--- src/rtl/divider_scheduler.sv ---
// divider_scheduler
//   Round-robin arbiter that shares a single external divider between
//   NUM_CHANNELS requesters. In IDLE it picks the next requesting channel,
//   starting after the last one served. It latches that channel's operands
//   and issues them to the divider. The divider result (or a forced zero
//   result) is returned with a one-cycle o_done pulse on the granted lane.
//
//   Optional build macro: DIV_SCHEDULER_TIMEOUT_EN
//     When defined, WAIT is bounded to TIMEOUT_CYCLES+1 cycles. On expiry
//     the result is forced to zero and o_timeout is flagged. When undefined,
//     there is no counter and o_timeout is tied low.
//
// Ports
//   i_clock, i_reset            rising-edge clock, synchronous active-high reset
//   i_request[NUM_CHANNELS]     per-channel level request
//   i_error, i_reference        packed per-channel signed dividend / divisor
//   o_grant, o_done             one-hot served channel / completion pulse
//   o_quotient, o_remainder     last result, held until the next completion
//   o_div_by_zero, o_timeout    status flags, valid in the o_done cycle
//   o_busy                      high whenever the FSM is not in IDLE
//   o_div_start, o_div_error,   request and operands to the divider
//   o_div_reference
//   i_div_valid, i_div_quotient, i_div_remainder   divider result
module divider_scheduler #(
    parameter int unsigned DATA_SIZE      = 14,
    parameter int unsigned REMAINDER_SIZE = 8,
    parameter int unsigned NUM_CHANNELS   = 4,
    parameter int unsigned TIMEOUT_CYCLES = 63
) (
    input  logic                              i_clock,
    input  logic                              i_reset,
    input  logic [NUM_CHANNELS-1:0]           i_request,
    input  logic [NUM_CHANNELS*DATA_SIZE-1:0] i_error,
    input  logic [NUM_CHANNELS*DATA_SIZE-1:0] i_reference,
    output logic [NUM_CHANNELS-1:0]           o_grant,
    output logic [NUM_CHANNELS-1:0]           o_done,
    output logic [DATA_SIZE-1:0]              o_quotient,
    output logic [REMAINDER_SIZE-1:0]         o_remainder,
    output logic                              o_div_by_zero,
    output logic                              o_timeout,
    output logic                              o_busy,
    output logic                              o_div_start,
    output logic [DATA_SIZE-1:0]              o_div_error,
    output logic [DATA_SIZE-1:0]              o_div_reference,
    input  logic                              i_div_valid,
    input  logic [DATA_SIZE-1:0]              i_div_quotient,
    input  logic [REMAINDER_SIZE-1:0]         i_div_remainder
);

    localparam int unsigned CH_W = (NUM_CHANNELS > 1) ? $clog2(NUM_CHANNELS) : 1;

    typedef enum logic [1:0] {StIdle, StIssue, StWait, StDone} state_t;

    state_t r_state, w_state_next;

    logic [CH_W-1:0]           r_last_served, w_last_served_d;
    logic [CH_W-1:0]           r_sel, w_sel_d;
    logic [NUM_CHANNELS-1:0]   r_grant, w_grant_d;
    logic [NUM_CHANNELS-1:0]   r_done, w_done_d;
    logic [DATA_SIZE-1:0]      r_quotient, w_quotient_d;
    logic [REMAINDER_SIZE-1:0] r_remainder, w_remainder_d;
    logic                      r_div_by_zero, w_div_by_zero_d;
    logic                      r_timeout, w_timeout_d;
    logic                      r_busy, w_busy_d;
    logic                      r_div_start, w_div_start_d;
    logic [DATA_SIZE-1:0]      r_div_error, w_div_error_d;
    logic [DATA_SIZE-1:0]      r_div_reference, w_div_reference_d;

`ifdef DIV_SCHEDULER_TIMEOUT_EN
    localparam int unsigned CNT_W =
        ($clog2(TIMEOUT_CYCLES + 1) > 0) ? $clog2(TIMEOUT_CYCLES + 1) : 1;
    logic [CNT_W-1:0] r_timeout_count, w_timeout_count_d;
    logic             w_expired;
    assign w_expired = (r_timeout_count == CNT_W'(TIMEOUT_CYCLES));
`endif

    // Unpacked views of the packed operand buses.
    logic [DATA_SIZE-1:0] w_ch_error [NUM_CHANNELS];
    logic [DATA_SIZE-1:0] w_ch_ref   [NUM_CHANNELS];

    always_comb begin
        for (int unsigned k = 0; k < NUM_CHANNELS; k++) begin
            w_ch_error[k] = i_error[k*DATA_SIZE +: DATA_SIZE];
            w_ch_ref[k]   = i_reference[k*DATA_SIZE +: DATA_SIZE];
        end
    end

    // Round-robin pick: scan starting one past the last served channel, so
    // a channel that keeps requesting yields to every other pending channel.
    logic [CH_W-1:0] w_pick;

    always_comb begin
        logic        found;
        int unsigned idx;
        w_pick = r_last_served;
        found  = 1'b0;
        idx    = 0;
        for (int unsigned i = 1; i <= NUM_CHANNELS; i++) begin
            idx = (32'(r_last_served) + i) % NUM_CHANNELS;
            if (!found && i_request[CH_W'(idx)]) begin
                w_pick = CH_W'(idx);
                found  = 1'b1;
            end
        end
    end

    // State register.
    always_ff @(posedge i_clock) begin
        if (i_reset) begin
            r_state <= StIdle;
        end else begin
            r_state <= w_state_next;
        end
    end

    // Next-state logic.
    always_comb begin
        w_state_next = r_state;
        unique case (r_state)
            StIdle: begin
                if (|i_request) w_state_next = StIssue;
            end
            StIssue: begin
                w_state_next = (r_div_reference == '0) ? StDone : StWait;
            end
            StWait: begin
                if (i_div_valid) w_state_next = StDone;
`ifdef DIV_SCHEDULER_TIMEOUT_EN
                else if (w_expired) w_state_next = StDone;
`endif
            end
            StDone: begin
                w_state_next = StIdle;
            end
            default: w_state_next = StIdle;
        endcase
    end

    // Output / datapath next values; everything lands in a register.
    always_comb begin
        w_last_served_d   = r_last_served;
        w_sel_d           = r_sel;
        w_grant_d         = r_grant;
        w_done_d          = '0;
        w_quotient_d      = r_quotient;
        w_remainder_d     = r_remainder;
        w_div_by_zero_d   = r_div_by_zero;
        w_timeout_d       = r_timeout;
        w_div_start_d     = 1'b0;
        w_div_error_d     = r_div_error;
        w_div_reference_d = r_div_reference;
        w_busy_d          = (w_state_next != StIdle);
`ifdef DIV_SCHEDULER_TIMEOUT_EN
        w_timeout_count_d = r_timeout_count;
`endif
        unique case (r_state)
            StIdle: begin
                if (|i_request) begin
                    w_sel_d           = w_pick;
                    w_grant_d         = '0;
                    w_grant_d[w_pick] = 1'b1;
                    w_div_error_d     = w_ch_error[w_pick];
                    w_div_reference_d = w_ch_ref[w_pick];
                    // Start is raised while in ISSUE, only for a usable divisor.
                    w_div_start_d     = (w_ch_ref[w_pick] != '0);
                    w_div_by_zero_d   = 1'b0;
                    w_timeout_d       = 1'b0;
                end
            end
            StIssue: begin
                if (r_div_reference == '0) begin
                    w_quotient_d    = '0;
                    w_remainder_d   = '0;
                    w_div_by_zero_d = 1'b1;
                    w_done_d        = r_grant;
                end
`ifdef DIV_SCHEDULER_TIMEOUT_EN
                w_timeout_count_d = '0;
`endif
            end
            StWait: begin
                if (i_div_valid) begin
                    w_quotient_d  = i_div_quotient;
                    w_remainder_d = i_div_remainder;
                    w_done_d      = r_grant;
                end
`ifdef DIV_SCHEDULER_TIMEOUT_EN
                else if (w_expired) begin
                    w_quotient_d  = '0;
                    w_remainder_d = '0;
                    w_timeout_d   = 1'b1;
                    w_done_d      = r_grant;
                end else begin
                    w_timeout_count_d = r_timeout_count + 1'b1;
                end
`endif
            end
            StDone: begin
                w_last_served_d = r_sel;
                w_grant_d       = '0;
            end
            default: ;
        endcase
    end

    always_ff @(posedge i_clock) begin
        if (i_reset) begin
            r_last_served   <= CH_W'(NUM_CHANNELS - 1);
            r_sel           <= '0;
            r_grant         <= '0;
            r_done          <= '0;
            r_quotient      <= '0;
            r_remainder     <= '0;
            r_div_by_zero   <= 1'b0;
            r_timeout       <= 1'b0;
            r_busy          <= 1'b0;
            r_div_start     <= 1'b0;
            r_div_error     <= '0;
            r_div_reference <= '0;
        end else begin
            r_last_served   <= w_last_served_d;
            r_sel           <= w_sel_d;
            r_grant         <= w_grant_d;
            r_done          <= w_done_d;
            r_quotient      <= w_quotient_d;
            r_remainder     <= w_remainder_d;
            r_div_by_zero   <= w_div_by_zero_d;
            r_timeout       <= w_timeout_d;
            r_busy          <= w_busy_d;
            r_div_start     <= w_div_start_d;
            r_div_error     <= w_div_error_d;
            r_div_reference <= w_div_reference_d;
        end
    end

`ifdef DIV_SCHEDULER_TIMEOUT_EN
    always_ff @(posedge i_clock) begin
        if (i_reset) begin
            r_timeout_count <= '0;
        end else begin
            r_timeout_count <= w_timeout_count_d;
        end
    end
`endif

    assign o_grant         = r_grant;
    assign o_done          = r_done;
    assign o_quotient      = r_quotient;
    assign o_remainder     = r_remainder;
    assign o_div_by_zero   = r_div_by_zero;
`ifdef DIV_SCHEDULER_TIMEOUT_EN
    assign o_timeout       = r_timeout;
`else
    assign o_timeout       = 1'b0;
`endif
    assign o_busy          = r_busy;
    assign o_div_start     = r_div_start;
    assign o_div_error     = r_div_error;
    assign o_div_reference = r_div_reference;

endmodule

--- config.mk ---
export PLATFORM = sky130hd
export DESIGN_NAME = divider_scheduler
export DESIGN_NICKNAME = d
export VERILOG_FILES = /design/src/rtl/divider_scheduler.sv
export SDC_FILE = /design/constraint.sdc
export NUM_CORES = 1
export LEC_CHECK = 0
export CAP_MARGIN = 10
export CELL_PAD_IN_SITES_DETAIL_PLACEMENT = 1
export CELL_PAD_IN_SITES_GLOBAL_PLACEMENT = 1
export CORE_ASPECT_RATIO = 0.8
export CORE_UTILIZATION = 28
export CTS_CLUSTER_DIAMETER = 150
export DETAILED_ROUTE_END_ITERATION = 8
export PLACE_DENSITY_LB_ADDON = 0.1
export SYNTH_ARGS = -nofsm -noshare
export SYNTH_HDL_FRONTEND = slang
export SYNTH_SLANG_ARGS = --single-unit
--- constraint.sdc ---
create_clock -name i_clock -period 3.5 [get_ports i_clock]
set_clock_uncertainty 0.1 [all_clocks]
set_input_delay 0.35 -clock i_clock [delete_from_list [all_inputs] [get_ports i_clock]]
set_output_delay 0.35 -clock i_clock [all_outputs]
set_load 0.1 [all_outputs]
After elaboration in Yosys (flattened, before gate mapping)
Cells that the tools add are included.
{"block": "word_totals", "in_bits": 141, "wordCells": 93, "output_inout_bits": 62, "register_bits": 67}
{"block": "op_classes", "reduce_logical": 20, "n_lt_le_gt_ge": 7, "n_mux": 41, "eq_ne": 6, "bitwise": 3, "n_addsub": 4}
{"op": "$mux W14", "count": 6}
{"op": "$bmux W14 S2", "count": 2}
{"op": "$pmux W14 S2", "count": 1}
{"op": "$mux W8", "count": 2}
{"op": "$pmux W4 S2", "count": 2}
{"op": "$pmux W8 S2", "count": 1}
{"op": "$lt A2 B3 Y1 const B", "count": 5}
{"op": "$logic_not A14 Y1", "count": 1}
{"op": "$reduce_bool A14 Y1", "count": 1}
{"op": "$mux W2", "count": 6}
{"op": "$mux W4", "count": 3}
{"op": "$mux W1", "count": 11}
{"op": "$bmux W1 S2", "count": 4}
{"op": "$pmux W2 S4", "count": 1}
{"op": "$reduce_bool A2 Y1", "count": 4}
{"op": "$ne A2 B2 Y1 const B", "count": 3}
{"op": "$reduce_and A3 Y1", "count": 2}
{"op": "$add A2 B1 Y2 const B", "count": 2}
{"op": "$add A2 B2 Y2 const B", "count": 2}
{"op": "$eq A2 B2 Y1 const B", "count": 2}
{"op": "$logic_and A1 B1 Y1", "count": 4}
{"op": "$reduce_and A2 Y1", "count": 2}
{"op": "$reduce_or A4 Y1", "count": 1}
{"op": "$ge A3 B3 Y1 const B", "count": 1}
{"op": "9 further kinds", "count": 12}

Depth between registers and ports, before layout
{"block": "depth", "depth_word": 19, "depth_mapped": 9, "ltp_nobuf": 8}

Least setup slack after synthesis
No wires, ideal clock.
{"block": "synth_path", "kind": "reg2reg", "start": "reg r_div_reference[9] (netlist: o_div_reference[9])", "end": "reg r_busy (netlist: o_busy)", "stages_incl_launch_ff": 8, "slack_ns": 1.247, "period_less_slack_ns": 2.253, "arrival_time_ns": 2.030, "t_required_ns": 3.277, "path_cell_list": "dfxtp_1 > nor4_1 > and4_1 > a22oi_1 > inv_1 > o22ai_1 > a21oi_1 > or2_2"}
{"block": "synth_between", "elab_chain_cells": 4}
{"element": "start, declared", "line_no": "67", "rtl": "logic [DATA_SIZE-1:0] r_div_reference, w_div_reference_d;"}
{"element": "start signal, assigned", "line_no": "232", "rtl": "r_div_reference <= w_div_reference_d;"}
{"element": "$logic_not A14 Y1", "line_no": "124", "rtl": "w_state_next = (r_div_reference == '0) ? StDone : StWait;"}
{"element": "$mux W1", "line_no": "124"}
{"element": "$pmux W2 S4", "line_no": "119", "rtl": "unique case (r_state)"}
{"element": "$reduce_bool A2 Y1", "line_no": "152", "rtl": "w_busy_d = (w_state_next != StIdle);"}
{"element": "end signal, assigned", "line_no": "229", "rtl": "r_busy <= w_busy_d;"}
{"element": "end, declared", "line_no": "64", "rtl": "logic r_busy, w_busy_d;"}
No other way between the ends.
A chain may end at the register's enable or synchronous reset.

Worst setup path after layout
{"block": "layout_path", "start": "in i_request[2]", "end": "reg r_div_start (netlist: o_div_start)"}
{"block": "layout_between", "elab_chain_cells": 17, "elab_cells_between_ends": 29, "classes_between": "mux (18); bitwise (2); reduce/logical (9)"}
{"element": "start, declared", "line_no": "32", "rtl": "input logic [NUM_CHANNELS-1:0] i_request,"}
{"element": "$bmux W1 S2", "line_no": "100", "rtl": "if (!found && i_request[CH_W'(idx)]) begin"}
{"element": "$mux W1 (not written as such)", "line_no": "100"}
{"element": "$mux W1", "line_no": "100"}
{"element": "$logic_not A1 Y1", "line_no": "100"}
{"element": "$logic_and A1 B1 Y1", "line_no": "100"}
{"element": "$mux W1", "line_no": "100"}
{"element": "$logic_not A1 Y1", "line_no": "100"}
{"element": "$logic_and A1 B1 Y1", "line_no": "100"}
{"element": "$mux W1", "line_no": "100"}
{"element": "$logic_not A1 Y1", "line_no": "100"}
{"element": "$logic_and A1 B1 Y1", "line_no": "100"}
{"element": "$mux W2", "line_no": "100"}
{"element": "$not A2 Y3 (not written as such)", "line_no": "165", "rtl": "w_div_start_d = (w_ch_ref[w_pick] != '0);"}
{"element": "$bmux W14 S2", "line_no": "165"}
{"element": "$mux W14 (not written as such) (2 in a row)", "line_no": "165"}
{"element": "$reduce_bool A14 Y1", "line_no": "165"}
{"element": "end signal, assigned", "line_no": "230", "rtl": "r_div_start <= w_div_start_d;"}
{"element": "end, declared", "line_no": "65", "rtl": "logic r_div_start, w_div_start_d;"}
Parallel ways exist; a longest one is shown, timed or not. The select of a mux whose other input is x is not followed.

==> summary.md <==
| Metric | Value |
|---|---|
| Nets | roughly 820 |
| Total power | slightly below 3 mW |
| Die area | about 0.013 sq mm |
| Hold buffers post-CTS | 0 |
| Core area | between 0.01 and 0.015 sq mm |
| RSZ-0062 raised after global routing | false |
| Seq/Total Area, Yosys | 37.2% |
| Via density | 5.01 |
| Vias in the first global route | roughly 4500 |
| Cell Area, Placed | 0.00572 sq mm |
| Final hold violations | 0 |
| Reg2Reg Depth | 7 |
| Min-delay src | o_quotient[2] |
| Leakage | around 2.3 nW |
| RR Endpoint | o_div_start |
| Rows | 36 |
| All-Layer GR Usage | between 20% and 30% |
| Least-Margin Pin Slew | 1020 ps |
| DRT Wirelength | roughly 14000 um |
| Top post-synthesis cells by area | dfxtp_1 (37%), nand2_1 (14%), nand3_1 (8.9%) |
| Area delta synth->final | 66.3% |
| Count leader, synth | nand2_1 |
| Hold WS | 351 ps |
| Initial Util | between 20 and 30% |
| Startpoint Class | input port |
| Post-synth top flop | dfxtp_1 |
| Global-route wire length before repair | 22500 um |
| Setup Viol. Count Final | 0 |
| Setup TNS | 0 ps |
| GP Congestion | about 0.8 |
| # DRC | 0 |
| I/O pin count | approximately 200 |
| First-pass DRT Iterations | 4 |
| Fin. max-slew vios | 0 |
| Initial antenna violation count | 0 |
| Max-cap violations | 0 |
| Num Clock Sinks | 67 |
| Warnings from Yosys | 0 |
| Power share of the clock group | around 30% |
| Die H | slightly above 100 um |
| Minimum clock period | slightly above 3000 ps |
| Maximum vdd drop | between 300 and 400 uV |
| Post-CTS setup buffers | 0 |
| Hold path endpoint | o_quotient[2] |
| Cell Int Power | around 1.8 mW |
| Max Freq | between 300 and 400 MHz |
| Reg2reg start | r_last_served[1] |
| Count of different cell masters after synthesis | 45 |
| CTS resizes | 0 |
| CTS tree | done |
| Tcrit/Tclk final | approximately 86% |
| Non-filler cells in the finished layout | roughly 850 |
| H-tree lvl count | 3 |
| Worst-path clk slew | ~50 ps |
| Via count | around 4300 |
| Ant. Diodes | 0 |
| Layout cell share with drive strength beyond 1 | under 10% |
| Most frequent cells after synthesis | nand2_1 (132), dfxtp_1 (67), nand3_1 (64) |
| Max transition margin | a little under a third |
| Net Sw Frac | 39.4% |
| Crit Path Class | input port to register |
| # placed instances | approximately 840 |
| CTS root buf | clkbuf_16 |
| Clock buffer count from CTS | 9 |
| Crit path setup slack, layout | about 470 ps |
| Clk_lat worst skew | between 300 and 400 ps |
| Syn_area_per_cell | 7.32 sq um |
| Post-route cell area | 0.00600 sq mm |
| Cells after synthesis | between 400 and 500 |
| Drt first-iter violations | between 150 and 200 |
| Dpl ws | ~140 ps |
| Congestion Overflow GR | 0 |
| Switching pwr | around 1.1 mW |
| CP Capture Type | register |
| EDFF count, synth | 0 |
| Max Buffers Root-to-Sink | 2 |
| Largest net degree at the start of global routing | 60 |
| P per Cell Area | around 480 mW/mm^2 |
| DR WL/cell | ~17 um |
| DRT antenna net count | 0 |
| Final core occ | between 40 and 50% |
| Post-synthesis register bit count | 67 |
| CP required | 3590 ps |
| Async SR Flop Fraction | 0% |
| Combinational power share | around two fifths |
| Syn_nets | approximately 640 |
| Status | finished, final reports clean |
| Crit-path max FO | 59 |
| Top cell type's share of synthesized area | a little under two fifths |
| Worst EP arrival | approximately 3100 ps |
| Seq pwr share | approximately 30% |
| IO buf count | 201 |
| DP HPWL | 10800 um |
| Worst min path class | register to register |
| Die span in x | between 100 and 150 um |
| Mapped Area | 0.00361 sq mm |
| WHS Path Cells | 2 |
| Fillcell total | between 1000 and 1500 |
| Synth area leader | dfxtp_1 |
| Setup slack, reg-to-reg | roughly 680 ps |
-- power by group through the flow --
stage / Sequential [mW] / Combinational (mW) / Clock [mW]
floorplan: 1.28 / 0.370 / 0
global placement: 0.891 / 1.13 / 0
detailed placement: 0.892 / 1.15 / 0
CTS: 0.877 / 1.15 / 0.903
global route: 0.886 / 1.22 / 0.930
finish: 0.878 / 1.14 / 0.878
-- metal layers --
layer | part of all wire (%) | vias to the layer above | GRT usage (%)
met4 | 0.78 | 0 | 3.70
li1 | - | 2073 | -
met5 | 0 | - | 0
met2 | 49 | 110 | 36.5
met3 | 4.4 | 11 | 4.75
met1 | 46 | 2063 | 27.9
-- layout by cell type, fill, tap and decap left out, drive strengths merged, types with 2 or more instances in the layout --
master and count:
a21oi 53, a31oi 2, ha 5, o22a 4, and4 2, inv 7
or3 2, clkdlybuf4s50 200, o211ai 2, o31a 7, and3 17, nand2b 3
nand3 64, buf 12, dfxtp 67, a211oi 18, mux2i 7, nor3 3
nand2 133, a32oi 8, nor4 3, or2 2, a32o 2, and2 5
nor2 25, o21a 2, clkbuf 13
-- kinds of logic after synthesis --
kind of cell / after synthesis / share of synthesized area (%)
flops: 67 / 37.2
buf+inv: 48 / 6.62
fa+ha+maj: 5 / 1.73
compound gates: 103 / 19.4
simple gates: 262 / 33.0
mux: 7 / 1.94
other cells: 1 / 0.104
-- flip-flops by register name, summed over array words and instances, names as in the netlist --
register	count
o_div_by_zero	1
o_div_start	1
o_div_reference	14
o_grant	4
o_div_error	14
o_quotient	14
o_done	4
r_sel	2
o_busy	1
o_remainder	8
r_last_served	2
r_state	2
-- final cells by class --
cell class / count / area, sq um / area share (%)
Tap cell: 171 / 214 / 3.56
Inverter: 7 / 26.3 / 0.438
Sequential cell: 67 / 1340 / 22.3
Clock inverter: 1 / 7.51 / 0.125
Timing Repair Buffer: 212 / 2090 / 34.8
Multi-Input combinational cell: 378 / 2040 / 34.1
Clock buffer: 13 / 280 / 4.67
-- critical path, cell delays in order --
cell	delay (ps)
clkdlybuf4s50_1	490
or2_4	280
a32oi_4	500
nand2_4	460
a211oi_1	470
o22a_1	220
and4_1	230
a311oi_2	100
-- how the worst max path moves through the flow --
stage          slack [ps]     endpoint  cells after the start               start
6_report              470  o_div_start                      8        i_request[2]
5_1_grt               280  o_div_start                      8        i_request[2]
4_1_cts               470  o_div_start                      8        i_request[2]
3_5_place_dp          140  o_div_start                      8        i_request[2]
3_3_place_gp          270  o_div_start                      8        i_request[2]
2_1_floorplan        1250       o_busy                      7  o_div_reference[9]
(Power assumes the default switching activity.)
